## config.mk

```make
export PLATFORM = sky130hd
export DESIGN_NAME = branch_resolve_queue
export DESIGN_NICKNAME = d
export VERILOG_FILES = /design/src/rtl/branch_resolve_queue.sv
export SDC_FILE = /design/constraint.sdc
export NUM_CORES = 1
export LEC_CHECK = 0
export CORE_MARGIN = 2
export CORE_UTILIZATION = 26
export DETAILED_ROUTE_END_ITERATION = 10
export GPL_TIMING_DRIVEN = 1
export PLACE_DENSITY = 0.56
export SLEW_MARGIN = 10
export SYNTH_ARGS = -nofsm -noshare
export SYNTH_HDL_FRONTEND = slang
export SYNTH_SLANG_ARGS = --single-unit
export TNS_END_PERCENT = 20
```

## constraint.sdc

```tcl
create_clock -name clk -period 3.7 [get_ports clk]
set_input_delay 1.11 -clock clk [delete_from_list [all_inputs] [get_ports clk]]
set_output_delay 1.11 -clock clk [all_outputs]
set_load 0.02 [all_outputs]
```

## src/rtl/branch_resolve_queue.sv

```systemverilog
// In-order queue of outstanding branch predictions. Resolves the oldest entry,
// drives the predictor update pair, flushes wrong-path entries and keeps statistics.
module branch_resolve_queue #(
  parameter int DEPTH = 4,
  parameter int CNT_W = 8
) (
  input  logic             clk,
  input  logic             rst,
  input  logic             pred_valid,
  input  logic             pred_taken,
  input  logic             resolve_valid,
  input  logic             resolve_taken,
  output logic             full,
  output logic             empty,
  output logic             result,
  output logic             taken,
  output logic             mispredict,
  output logic [CNT_W-1:0] hit_count,
  output logic [CNT_W-1:0] miss_count,
  output logic             err_overflow,
  output logic             err_underflow
);

  localparam int AW = $clog2(DEPTH);

  logic [DEPTH-1:0] mem;
  logic [AW-1:0]    rd_ptr;
  logic [AW-1:0]    wr_ptr;
  logic [AW:0]      count;

  logic pop;
  logic miss;
  logic push;
  logic drop;

  assign full  = (count == (AW+1)'(DEPTH));
  assign empty = (count == '0);

  // Pop is decided first; a mispredicting pop kills any same-cycle push as wrong-path.
  assign pop  = resolve_valid && !empty;
  assign miss = pop && (mem[rd_ptr] != resolve_taken);
  assign push = pred_valid && !miss && (!full || pop);
  assign drop = pred_valid && full && !pop;

  always_ff @(posedge clk) begin
    if (push) begin
      mem[wr_ptr] <= pred_taken;
    end
  end

  always_ff @(posedge clk or posedge rst) begin
    if (rst) begin
      rd_ptr <= '0;
      wr_ptr <= '0;
      count  <= '0;
    end else if (miss) begin
      rd_ptr <= wr_ptr;
      count  <= '0;
    end else begin
      if (pop) begin
        rd_ptr <= rd_ptr + AW'(1);
      end
      if (push) begin
        wr_ptr <= wr_ptr + AW'(1);
      end
      if (push && !pop) begin
        count <= count + (AW+1)'(1);
      end else if (pop && !push) begin
        count <= count - (AW+1)'(1);
      end
    end
  end

  always_ff @(posedge clk or posedge rst) begin
    if (rst) begin
      result     <= 1'b0;
      taken      <= 1'b0;
      mispredict <= 1'b0;
    end else begin
      result     <= pop;
      taken      <= pop && resolve_taken;
      mispredict <= miss;
    end
  end

  // Statistics saturate at all-ones rather than wrapping.
  always_ff @(posedge clk or posedge rst) begin
    if (rst) begin
      hit_count     <= '0;
      miss_count    <= '0;
      err_overflow  <= 1'b0;
      err_underflow <= 1'b0;
    end else begin
      if (pop && !miss && (hit_count != {CNT_W{1'b1}})) begin
        hit_count <= hit_count + CNT_W'(1);
      end
      if (miss && (miss_count != {CNT_W{1'b1}})) begin
        miss_count <= miss_count + CNT_W'(1);
      end
      if (drop) begin
        err_overflow <= 1'b1;
      end
      if (resolve_valid && empty) begin
        err_underflow <= 1'b1;
      end
    end
  end

endmodule

```

* Yosys cells after proc, flatten, opt, wreduce, memory -nomap -nowiden *
Index checks and enable logic that the tools add are counted.

word-level totals
  flip-flop bits (word level) = 32
  input bits = 6
  output and inout bits = 23
  logic and storage cells = 59

cells by class
  add/sub/neg operators = 6
  order comparisons = 3
  equality and inequality tests = 4
  multiplexer cells = 10
  bitwise logic cells = 1
  reduce and logical (&&, ||, !) cells = 24

operator list
  kind                                                               count
  adder 8 x 1 -> 8 bit, second input constant                        2
  inequality test 8 bit, second input constant                       2
  logical AND 1 bit                                                  14
  2-to-1 mux 3 bit                                                   3
  < comparator 2 x 3 -> 1 bit, second input constant                 2
  zero test 1 bit                                                    5
  adder 2 x 1 -> 2 bit, second input constant                        2
  bitwise mux 4 bit                                                  1
  2-to-1 mux 2 bit                                                   2
  adder 3 x 1 -> 3 bit, second input constant                        1
  == test 3 bit, second input constant                               1
  zero test 3 bit                                                    1
  nonzero test 3 bit                                                 1
  subtractor 3 x 1 -> 3 bit, second input constant                   1
  binary-select mux 1 bit (select 2 bit)                             1
  demux 1 bit (select 2 bit)                                         1
  greater-or-equal comparator 2 x 1 -> 1 bit, second input constant  1
  2-to-1 mux 1 bit                                                   2
  AND reduction 2 bit                                                1
  nonzero test 2 bit                                                 1
  logical OR 1 bit                                                   1
  inequality test 1 bit                                              1
  inverter 1 bit                                                     1

* Longest topological paths before layout *
  depth after elaboration = 12
  gate-level depth with buffers = 7

* Least setup slack after synthesis *
Ideal clock, no wire load.

  path type = input to register
  start = input port resolve_valid
  end = register count[2]
  library setup time = 0.071 ns
  data arrival time = 2.617 ns
  required time = 3.629 ns
  slack = 1.012 ns
  cell stages on the path = 7
  cells stage by stage = clkbuf_1 -> o21a_1 -> nor3_1 -> fa_1 -> a2111oi_0 -> nor3b_1 -> nand4_1

on the way
  word-level cells in the longest chain between the ends = 8
  elaborated cells on any way between the ends = 13

ends and longest elaborated chain
  what                                                           line    RTL
  start, declared                                                11      input logic resolve_valid,
  logical AND 1 bit (*)                                          40      assign pop = resolve_valid && !empty;
  logical AND 1 bit                                              41      assign miss = pop && (mem[rd_ptr] != resolve_taken);
  zero test 1 bit                                                42      assign push = pred_valid && !miss && (!full || pop);
  logical AND 1 bit (2 in series)                                42
  logical AND 1 bit / zero test 1 bit (equally long branches)    66, 68
  2-to-1 mux 3 bit / logical AND 1 bit (equally long branches)   66, 68
  2-to-1 mux 3 bit / nonzero test 3 bit (equally long branches)  n/a
  end signal, assigned                                           67      count <= count + (AW+1)'(1);
  end signal, assigned                                           69      count <= count - (AW+1)'(1);
  end, declared                                                  29      logic [AW:0] count;

Every way passes the cells marked *; elsewhere a longest branch is shown, timed or not.
A chain may end at the register's enable or synchronous reset.

* Worst setup path in the final report *
  start = register count[1]
  end = output port empty

on the way
  word-level cells in the longest chain between the ends = 1

ends and longest elaborated chain
  what             line  RTL
  zero test 3 bit  37    assign empty = (count == '0);
  end, declared    14    output logic empty,

Every way passes these cells.

==> results.ini <==
[sta]
worstMarginPinSlew_ns = 0.513
period_share_pct = 80.4
finalSetupViolations = 0
fin_skew_ns = 0.0108
rsz0062_at_grt = no
max_freq_ghz = 0.336
slew_viol_final = 0
hold_viol_final = 0
setup_tns_ns = 0
timing.final.ws_setup_ns = 0.725
finalCriticalPeriod_ns = 2.97
maxSlewHeadroom_pct = 65.6

[critical_path]
crit_type = flip-flop to output pin
worst-r2r-setup-slack_ns = 1.60
crit_path_end_kind = output pin
cp_slowest_cell = clkdlybuf4s50_1
crit_chain = or2_2 -> nor2_1 -> clkdlybuf4s50_1
arrival_ns = 1.86
cp_max_fo = 7
crit_path_max_incr_delay_ns = 0.63
crit_family = buffers and inverters
worstPathRequired_ns = 2.59
cp-start-kind = flip-flop
cp_num_buf_inv = 1

[synth]
yosysWarnings = 0
syn_inst = 164
yosys-top-cells-area = dfrtp_1, edfxtp_1, xor2_1
synth_area_per_cell_um2 = 10.6
synth_area_leader_cell = dfrtp_1
ys_ff_latch = 32
synth_seq_area_share_pct = 47.3
synthFlopType = dfrtp_1
synth_edf_count = 4
synth_cell_types = 43
syn_area_mm2 = 0.00174
synth-async-reset-ratio_pct = 87.5
synth_top_area_share_pct = 40.3
synth_most_common_cell = dfrtp_1
synthTopCellsByCount = dfrtp_1, nor2_1, nand2_1, nand3_1, xor2_1
syn-num-nets = 177

[drt]
drt_iter0_markers = 60
ant_nets = 0
first_pass_iters = 9
routed_wl_mm = 3.46
drc_errors = 2
wire_per_inst_um = 12.6
dr_total_vias = 1358
viasPerCell = 4.96

[clock_tree]
ctsResizeCount = 0
clock_latency_ns = 0.29
htreeDepth = 2
ctsHoldBuffers = 0
numCtsBuffers = 5
cts_root_buf = clkbuf_8
clock_path_buffers = 2
cts_tree = done
clk_pin_slew_ns = 0.06
postCtsSetupBuffers = 0
clock_sinks = 32

[die]
die-area_mm2 = 0.00735
dieWidth_um = 85.7
core_area_mm2 = 0.00642
die_height_um = 85.7
num_io_pins = 29
start_util_pct = 27.0
rows = 29

[run_status]
status = complete, but fails checks
violations = design-rule violations

[placement]
dp.final_hpwl_mm = 2.49
dp_slack_ns = 0.535
place_congestion = 0.736
portBuffers = 28

[power_and_ir_drop]
power.total_w = 0.00184
vdd.ir_drop.worst_uv = 372
powerDensity_mw_per_mm2 = 818
leakage_nw = 0.929

[cells_and_area]
ff_latch_area_um2 = 821
syn2layout_area_growth_pct = 29.2
final_nets = 209
multiInputGateArea_um2 = 841
diodes = 0
drive_gt1_share_pct = 14.2
fillers = 643

[global_route]
grt_pass1_vias = 1303
antenna_found_initial = 0
grt_use_total_pct = 10.4
grt-ovfl-total = 0
grt_first_pass_wirelength_mm = 6.15
grt_max_degree = 29

[worst_hold_path]
hp-class = flip-flop to flip-flop

[run]
maxCapViolCount = 0

-- routing by layer --
metal  track usage, %  vias to the layer above  share of wire, %
met5                0                        -                 0
met4             3.03                        0              0.72
met3             3.08                        3               4.5
met2             16.9                       31                47
met1             13.4                      662                48
li1                 -                      662                 -
-- per-stage QoR --
step	area [um2]	std cells	utilization, %	hold WS [ns]
3_5_place_dp	2120	266	33.0	0.451
5_1_grt	2240	274	34.9	0.487
6_report	2240	274	34.9	0.463
4_1_cts	2240	274	34.9	0.469
2_1_floorplan	1740	164	-	0.523
3_3_place_gp	2120	266	33.0	0.445
-- final cells by class --
class,count,area share (%)
clock buffers,7,4.29
clock inverters,1,1.34
inverters,9,1.51
multi-input cells,114,37.5
flip-flops and latches,32,36.6
well taps,77,4.29
repair buffers,34,14.5
-- flip-flops by register name, indices dropped and copies added, names as in the netlist --
name	count
count	3
err_overflow	1
err_underflow	1
hit_count	8
mem	4
mispredict	1
miss_count	8
rd_ptr	2
result	1
taken	1
wr_ptr	2
-- where the power goes --
part / total, W / switching [W] / internal, W
clock network: 0.000372 / 0.000134 / 0.000238
registers: 0.000623 / 0.000147 / 0.000476
logic: 0.000841 / 0.000472 / 0.000368
-- logic make-up (layout without fill, tap and decap cells) --
kind of cell             count (synthesis)  count (layout)  synth area share, %
XOR/XNOR                                12              12                 6.05
AND/OR/NAND/NOR                         62              62                 21.3
AO/OA/AOI/OAI                           29              29                 12.0
multiplexers                             4               4                 3.17
buffers and inverters                   18              51                 4.75
adder cells (fa/ha/maj)                  7               7                 5.48
flip-flops                              32              32                 47.3
-- cell usage in the layout (no fill, tap or decap), types with 3 or more instances in the layout --
master / synthesis / routed
nand3_1: 11 / 11
xor2_1: 11 / 11
nand2_1: 11 / 11
o311ai_1: 3 / 3
nor3_1: 7 / 7
nor2_1: 12 / 12
edfxtp_1: 4 / 4
buf_4: 1 / 6
nand4_1: 7 / 7
inv_1: 8 / 8
ha_1: 6 / 6
clkbuf_8: 0 / 7
a21oi_1: 4 / 4
dfrtp_1: 28 / 28
clkdlybuf4s50_1: 0 / 28
a31oi_1: 8 / 8
-- final timing paths --
| kind | end | cells after the start | start |
|---|---|---|---|
| max | empty | 3 | count[1]$_DFFE_PP0P_ |
| min | err_underflow$_DFFE_PP0P_ | 1 | err_underflow$_DFFE_PP0P_ |
| max reg2reg | miss_count[1]$_DFFE_PP0P_ | 5 | rd_ptr[0]$_DFFE_PP0P_ |
| min reg2reg | err_underflow$_DFFE_PP0P_ | 1 | err_underflow$_DFFE_PP0P_ |
| max in group asynchronous | err_overflow$_DFFE_PP0P_ | 3 | rst |
| min in group asynchronous | miss_count[2]$_DFFE_PP0P_ | 3 | rst |
-- worst reg2reg max path, stage by stage, from the launching register on --
cell and delay, ns:
dfrtp_1 0.45, mux4_2 0.58, xnor2_2 0.15, buf_4 0.22
nor2_1 0.25, mux2_1 0.34
(Power assumes the default switching activity.)
